===== src/rtl/motoro3_pwm_meter.sv =====
// PWM receive-side meter: filters a looped-back PWM input, measures high time and period,
// and accumulates filtered on-time per commutation step window. All state updates on falling clk.
module motoro3_pwm_meter #(
  parameter int unsigned FILT_LEN = 3,
  parameter int unsigned CNT_W    = 16
) (
  input  logic             clk,
  input  logic             nRst,
  input  logic             pwmIn,
  input  logic             measEn,
  input  logic             winClr,
  input  logic [CNT_W-1:0] m3r_pwmTimeout,
  output logic [CNT_W-1:0] hiLen,
  output logic [CNT_W-1:0] perLen,
  output logic             measValid,
  output logic             measTimeout,
  output logic             stuckLevel,
  output logic [CNT_W-1:0] winOnSum,
  output logic             winOnSumValid
);

  localparam int unsigned      FILT_W   = 4;
  localparam logic [FILT_W-1:0] FILT_MAX = FILT_W'(FILT_LEN - 1);
  localparam logic [CNT_W-1:0]  CNT_MAX  = '1;
  localparam logic [CNT_W-1:0]  CNT_ONE  = CNT_W'(1);

  typedef enum logic [1:0] {
    IDLE = 2'd0,
    HIGH = 2'd1,
    LOW  = 2'd2
  } stateT;

  logic [1:0]        syncQ;
  logic [FILT_W-1:0] filtCnt;
  logic              pwmF;
  logic              pwmFD;
  stateT             state;
  logic [CNT_W-1:0]  hiCnt;
  logic [CNT_W-1:0]  perCnt;
  logic [CNT_W-1:0]  winAcc;

  logic              pRise;
  logic              pFall;
  logic              tmoHit;
  logic [CNT_W-1:0]  hiInc;
  logic [CNT_W-1:0]  perInc;

  // Synchronizer, then a run-length filter: pwmF follows only after FILT_LEN differing samples.
  always_ff @(negedge clk or negedge nRst) begin
    if (!nRst) begin
      syncQ   <= '0;
      filtCnt <= '0;
      pwmF    <= 1'b0;
      pwmFD   <= 1'b0;
    end else begin
      syncQ <= {syncQ[0], pwmIn};
      pwmFD <= pwmF;
      if (syncQ[1] == pwmF) begin
        filtCnt <= '0;
      end else if (filtCnt == FILT_MAX) begin
        pwmF    <= syncQ[1];
        filtCnt <= '0;
      end else begin
        filtCnt <= filtCnt + FILT_W'(1);
      end
    end
  end

  always_comb begin
    pRise  = pwmF & ~pwmFD;
    pFall  = ~pwmF & pwmFD;
    hiInc  = (hiCnt == CNT_MAX) ? hiCnt : hiCnt + CNT_ONE;
    perInc = (perCnt == CNT_MAX) ? perCnt : perCnt + CNT_ONE;
    tmoHit = (m3r_pwmTimeout != '0) && (state != IDLE) && (perCnt == m3r_pwmTimeout);
  end

  // Measurement FSM; the cycle carrying pFall is counted as period only, which keeps hiLen exact.
  always_ff @(negedge clk or negedge nRst) begin
    if (!nRst) begin
      state       <= IDLE;
      hiCnt       <= '0;
      perCnt      <= '0;
      hiLen       <= '0;
      perLen      <= '0;
      measValid   <= 1'b0;
      measTimeout <= 1'b0;
      stuckLevel  <= 1'b0;
    end else begin
      measValid   <= 1'b0;
      measTimeout <= 1'b0;
      if (!measEn) begin
        state  <= IDLE;
        hiCnt  <= '0;
        perCnt <= '0;
      end else begin
        case (state)
          IDLE: begin
            if (pRise) begin
              hiCnt  <= CNT_ONE;
              perCnt <= CNT_ONE;
              state  <= HIGH;
            end
          end
          HIGH: begin
            if (tmoHit) begin
              measTimeout <= 1'b1;
              stuckLevel  <= pwmF;
              hiCnt       <= '0;
              perCnt      <= '0;
              state       <= IDLE;
            end else begin
              perCnt <= perInc;
              if (pFall) begin
                state <= LOW;
              end else begin
                hiCnt <= hiInc;
              end
            end
          end
          LOW: begin
            // A rise coinciding with the timeout completes the measurement instead.
            if (pRise) begin
              hiLen     <= hiCnt;
              perLen    <= perCnt;
              measValid <= 1'b1;
              hiCnt     <= CNT_ONE;
              perCnt    <= CNT_ONE;
              state     <= HIGH;
            end else if (tmoHit) begin
              measTimeout <= 1'b1;
              stuckLevel  <= pwmF;
              hiCnt       <= '0;
              perCnt      <= '0;
              state       <= IDLE;
            end else begin
              perCnt <= perInc;
            end
          end
          default: begin
            state  <= IDLE;
            hiCnt  <= '0;
            perCnt <= '0;
          end
        endcase
      end
    end
  end

  // Window on-time accumulator; the clear cycle itself is never counted.
  always_ff @(negedge clk or negedge nRst) begin
    if (!nRst) begin
      winAcc        <= '0;
      winOnSum      <= '0;
      winOnSumValid <= 1'b0;
    end else begin
      winOnSumValid <= winClr;
      if (winClr) begin
        winOnSum <= winAcc;
        winAcc   <= '0;
      end else if (pwmF && (winAcc != CNT_MAX)) begin
        winAcc <= winAcc + CNT_ONE;
      end
    end
  end

endmodule


===== config.mk =====
export PLATFORM = sky130hd
export DESIGN_NAME = motoro3_pwm_meter
export DESIGN_NICKNAME = d
export VERILOG_FILES = /design/src/rtl/motoro3_pwm_meter.sv
export SDC_FILE = /design/constraint.sdc
export NUM_CORES = 1
export LEC_CHECK = 0
export CORE_MARGIN = 2
export CORE_UTILIZATION = 40
export DETAILED_ROUTE_END_ITERATION = 12
export PLACE_DENSITY_LB_ADDON = 0.2
export SLEW_MARGIN = 20
export SYNTH_ARGS = -nofsm -noshare
export SYNTH_HDL_FRONTEND = slang
export SYNTH_SLANG_ARGS = --single-unit

===== constraint.sdc =====
create_clock -name clk -period 2.34 [get_ports clk]
set_input_delay 0.351 -clock clk [delete_from_list [all_inputs] [get_ports clk]]
set_output_delay 0.351 -clock clk [all_outputs]
set_load 0.02 [all_outputs]

* After elaboration in Yosys (flattened, before gate mapping) *
Index checks and enable logic that the tools add are counted.

word-level totals
  register bits = 110
  input port bits = 21
  output and inout port bits = 52
  logic and storage cells = 85

cells by class
  add/sub/neg operators = 4
  eq/ne operators = 14
  mux-type cells = 34
  bitwise gates (word level) = 5
  reductions and logical operators = 13

operator list
  kind                                                             count
  16-bit two-way mux                                               13
  16-bit case mux with 3 select lines                              2
  16-bit by 1-bit adder with 16-bit output, second input constant  3
  16-bit == test, second input constant                            2
  16-bit == test                                                   1
  16-bit != test, second input constant                            1
  4-bit != test, second input constant                             4
  16-bit nonzero test                                              1
  2-bit two-way mux                                                6
  3-bit AND reduction                                              3
  1-bit two-way mux                                                8
  4-bit two-way mux                                                2
  2-bit case mux with 3 select lines                               1
  2-bit nonzero test                                               3
  4-bit by 1-bit adder with 4-bit output, second input constant    1
  4-bit by 2-bit == test with 1-bit output, second input constant  1
  1-bit case mux with 2 select lines                               2
  4-bit AND reduction                                              1
  1-bit logical AND                                                3
  3-bit != test, second input constant                             1
  1-bit NOT                                                        3
  1-bit bitwise AND                                                2
  2-bit by 1-bit == test with 1-bit output, second input constant  1
  2-bit == test, second input constant                             1
  other kinds (4)                                                  4

* Longest topological paths before layout *
  word-level depth = 7
  depth in mapped cells = 10
  gate-level depth less buffers = 8

==> impl_metrics.env <==
export IMPL_grtUsageMet2_pct=35.23
export IMPL_ff2ff_setup_slack_ps=-20
export IMPL_ys_types=50
export IMPL_status="complete, but fails checks"
export IMPL_setup_tns_ps=-20040
export IMPL_seq_area_frac_synth_pct=51.22
export IMPL_setup_slack_ps=-537.9
export IMPL_io_buffer_count=72
export IMPL_wirelength_um=14510
export IMPL_yosys_warnings=0
export IMPL_die_x_um=119.9
export IMPL_crit_type="in -> reg"
export IMPL_worstReg2RegStart="hiCnt[0]"
export IMPL_met3_usage_pct=2.947
export IMPL_grt_pass1_wl_um=23700
export IMPL_start_util_pct=40.74
export IMPL_synth_nets=584
export IMPL_powerDensity_nw_per_um2=713.0
export IMPL_finalNonFillerCells=918
export IMPL_violations="setup timing"
export IMPL_crit_required_ps=1520
export IMPL_min_from="syncQ[0]"
export IMPL_finalNetCount=768
export IMPL_cts_buffers=9
export IMPL_antenna_found_initial=0
export IMPL_antenna_cells=0
export IMPL_relSlewSlack_pct=63.48
export IMPL_synth_area_leaders="dfrtn_1, nand2_1, mux2_2"
export IMPL_dp_cells=859
export IMPL_grt_max_degree=42
export IMPL_hpwl_um=9675
export IMPL_worstMarginPinSlew_ps=543.6
export IMPL_cts_htree_levels=3
export IMPL_drt_first_pass_iters=4
export IMPL_async_flop_share_pct=100.0
export IMPL_coreArea_um2=13190
export IMPL_track_usage_pct=20.99
export IMPL_area_delta_synth_final_pct=51.87
export IMPL_rsz0062_at_grt="yes"
export IMPL_synth_seq_cells=110
export IMPL_hold_violations=0
export IMPL_synth_main_ff_cell="dfrtn_1"
export IMPL_synth_most_common_cell="nand2_1"
export IMPL_setup_worst_path_start="m3r_pwmTimeout[15]"
export IMPL_dieArea_um2=14380
export IMPL_critPathLaunchType="input port"
export IMPL_place_ws_ps=-1433
export IMPL_vias=4751
export IMPL_cp_end_kind="register"
export IMPL_fin_area_um2=8162
export IMPL_row_count=42
export IMPL_cap_violations=0
export IMPL_clockBufferDepth=2
export IMPL_grt_use_met1_pct=27.06
export IMPL_clk_insertion_delay_late_ps=360
export IMPL_netlist_instances=554
export IMPL_netlist_area_um2=5374
export IMPL_vias_per_cell=5.175
export IMPL_hold_slack_ps=311.9
export IMPL_drv_slew=0
export IMPL_grt_pass1_vias=4805
export IMPL_gr_total_overflow=0
export IMPL_yosysTopAreaCellShare_pct=51.22
export IMPL_synth_common_cells="nand2_1, dfrtn_1, nor2_1"
export IMPL_gp_congestion=0.8706
export IMPL_cp_max_fo=6
export IMPL_synth_edf_count=0
export IMPL_finalSetupViolations=87
export IMPL_place_area_um2=7000
export IMPL_ant_nets=0
export IMPL_cts_sinks=110
export IMPL_p_leak_nw=3.854
export IMPL_syn_avg_cell_area_um2=9.700
export IMPL_post_drt_wl_per_cell_um=15.80
export IMPL_arrival_ps=2060
export IMPL_pin_count=73
export IMPL_cts_tree="yes"
export IMPL_root_buffer="clkbuf_16"
export IMPL_vdd_drop_max_mv=0.3633
export IMPL_post_route_drc_count=0
export IMPL_drt_iter0_markers=311
export IMPL_grt_busiest_layer="met2"
export IMPL_worstHoldPathType="reg -> reg"
export IMPL_chipHeight_um=119.9
export IMPL_drive_gt1_share_pct=39.62
export IMPL_post_synth_top_area_cell="dfrtn_1"
export IMPL_fin_skew_ps=7.025
export IMPL_worst_setup_hold_path_clk_slew_ps=50
worst max-delay path, stage by stage:
cell and delay [ps]:
buf_8 100, xor2_2 160, nand4b_1 230, nor4_4 290
buf_4 200, a311o_2 320, nand2_4 130, o311ai_2 270
power by group:
part / internal [W] / switching [W]
clock: 0.000966 / 0.000696
sequential: 0.00206 / 0.000127
combinational: 0.000873 / 0.00110
total: 0.00390 / 0.00192
cells in the final DEF (no fill, tap or decap), types with 4 or more instances in the layout:
master / instances
nand2_1: 129
dfrtn_1: 110
buf_4: 97
buf_6: 67
nor2_1: 35
nand3_1: 24
xor2_1: 20
nand4_1: 19
mux2_2: 19
inv_1: 12
buf_2: 11
nand3_2: 10
a21oi_1: 9
and3_1: 9
ha_1: 9
clkbuf_16: 9
o21ai_0: 8
or3_1: 7
xnor2_1: 6
xnor2_4: 6
xnor2_2: 6
a21oi_2: 6
o311ai_2: 6
a31oi_1: 6
nand2b_1: 5
nor3_1: 5
mux2i_1: 5
buf_12: 5
nor4_4: 4
nand2_4: 4
and2_1: 4
registers in the layout, indices dropped and copies added, names as in the netlist, 2 cells and up:
register and flops:
perLen 16, hiLen 16, hiCnt 16, perCnt 16
winOnSum 16, filtCnt 4, syncQ 2, winAcc 16
state 2
routing by layer:
metal  up-vias  wire length, µm  share of wire (%)
li1       2291                -                  -
met1      2337             6436                 44
met2       100             7175                 49
met3        23              512                3.5
met4         0              384                2.6
met5         -                0                  0
final timing paths:
check,to,cells past startpoint
min,syncQ[1],0
max reg2reg,hiCnt[1],8
max,hiCnt[10],8
max in group asynchronous,perLen[2],2
min in group asynchronous,winOnSum[2],1
min reg2reg,syncQ[1],0
logic make-up (layout without fill, tap and decap cells):
kind of cell	Yosys count	after routing	share of synthesized area (%)
and+or+nand+nor	275	276	23.89
DFF	110	110	51.22
AOI/OAI and AO/OA	64	64	8.498
xor gates and xnor gates	39	39	6.496
buffers and inverters	33	220	2.887
muxes	24	24	4.913
adders and majority gates	9	9	2.095
stage by stage:
step	power, W	utilization, %
3_5_place_dp	0.003833	53.07
6_report	0.005819	61.88
2_1_floorplan	0.003160	-
5_1_grt	0.006115	61.88
4_1_cts	0.005694	59.78
3_3_place_gp	0.003781	53.07
area by class of cell:
type                            count  area, µm²
Tap cell                          176      220.2
Inverter                           13      48.80
Multi-Input combinational cell    412       2990
Clock buffer                       12      246.5
Sequential cell                   110       2753
Clock inverter                      3      68.82
Timing Repair Buffer              192       1834
Fill cell                        1101       5029
what timing repair did:
| action | 4_1_cts | 5_1_grt |
|---|---|---|
| cloned | 6 | 0 |
| setup endpoints to repair | 122 | 88 |
| gates resized for setup | 412 | 52 |
| buffers inserted | 29 | 14 |
| pin swaps | 30 | 30 |
| hold buffers | 0 | 0 |
(Power assumes the default switching activity.)
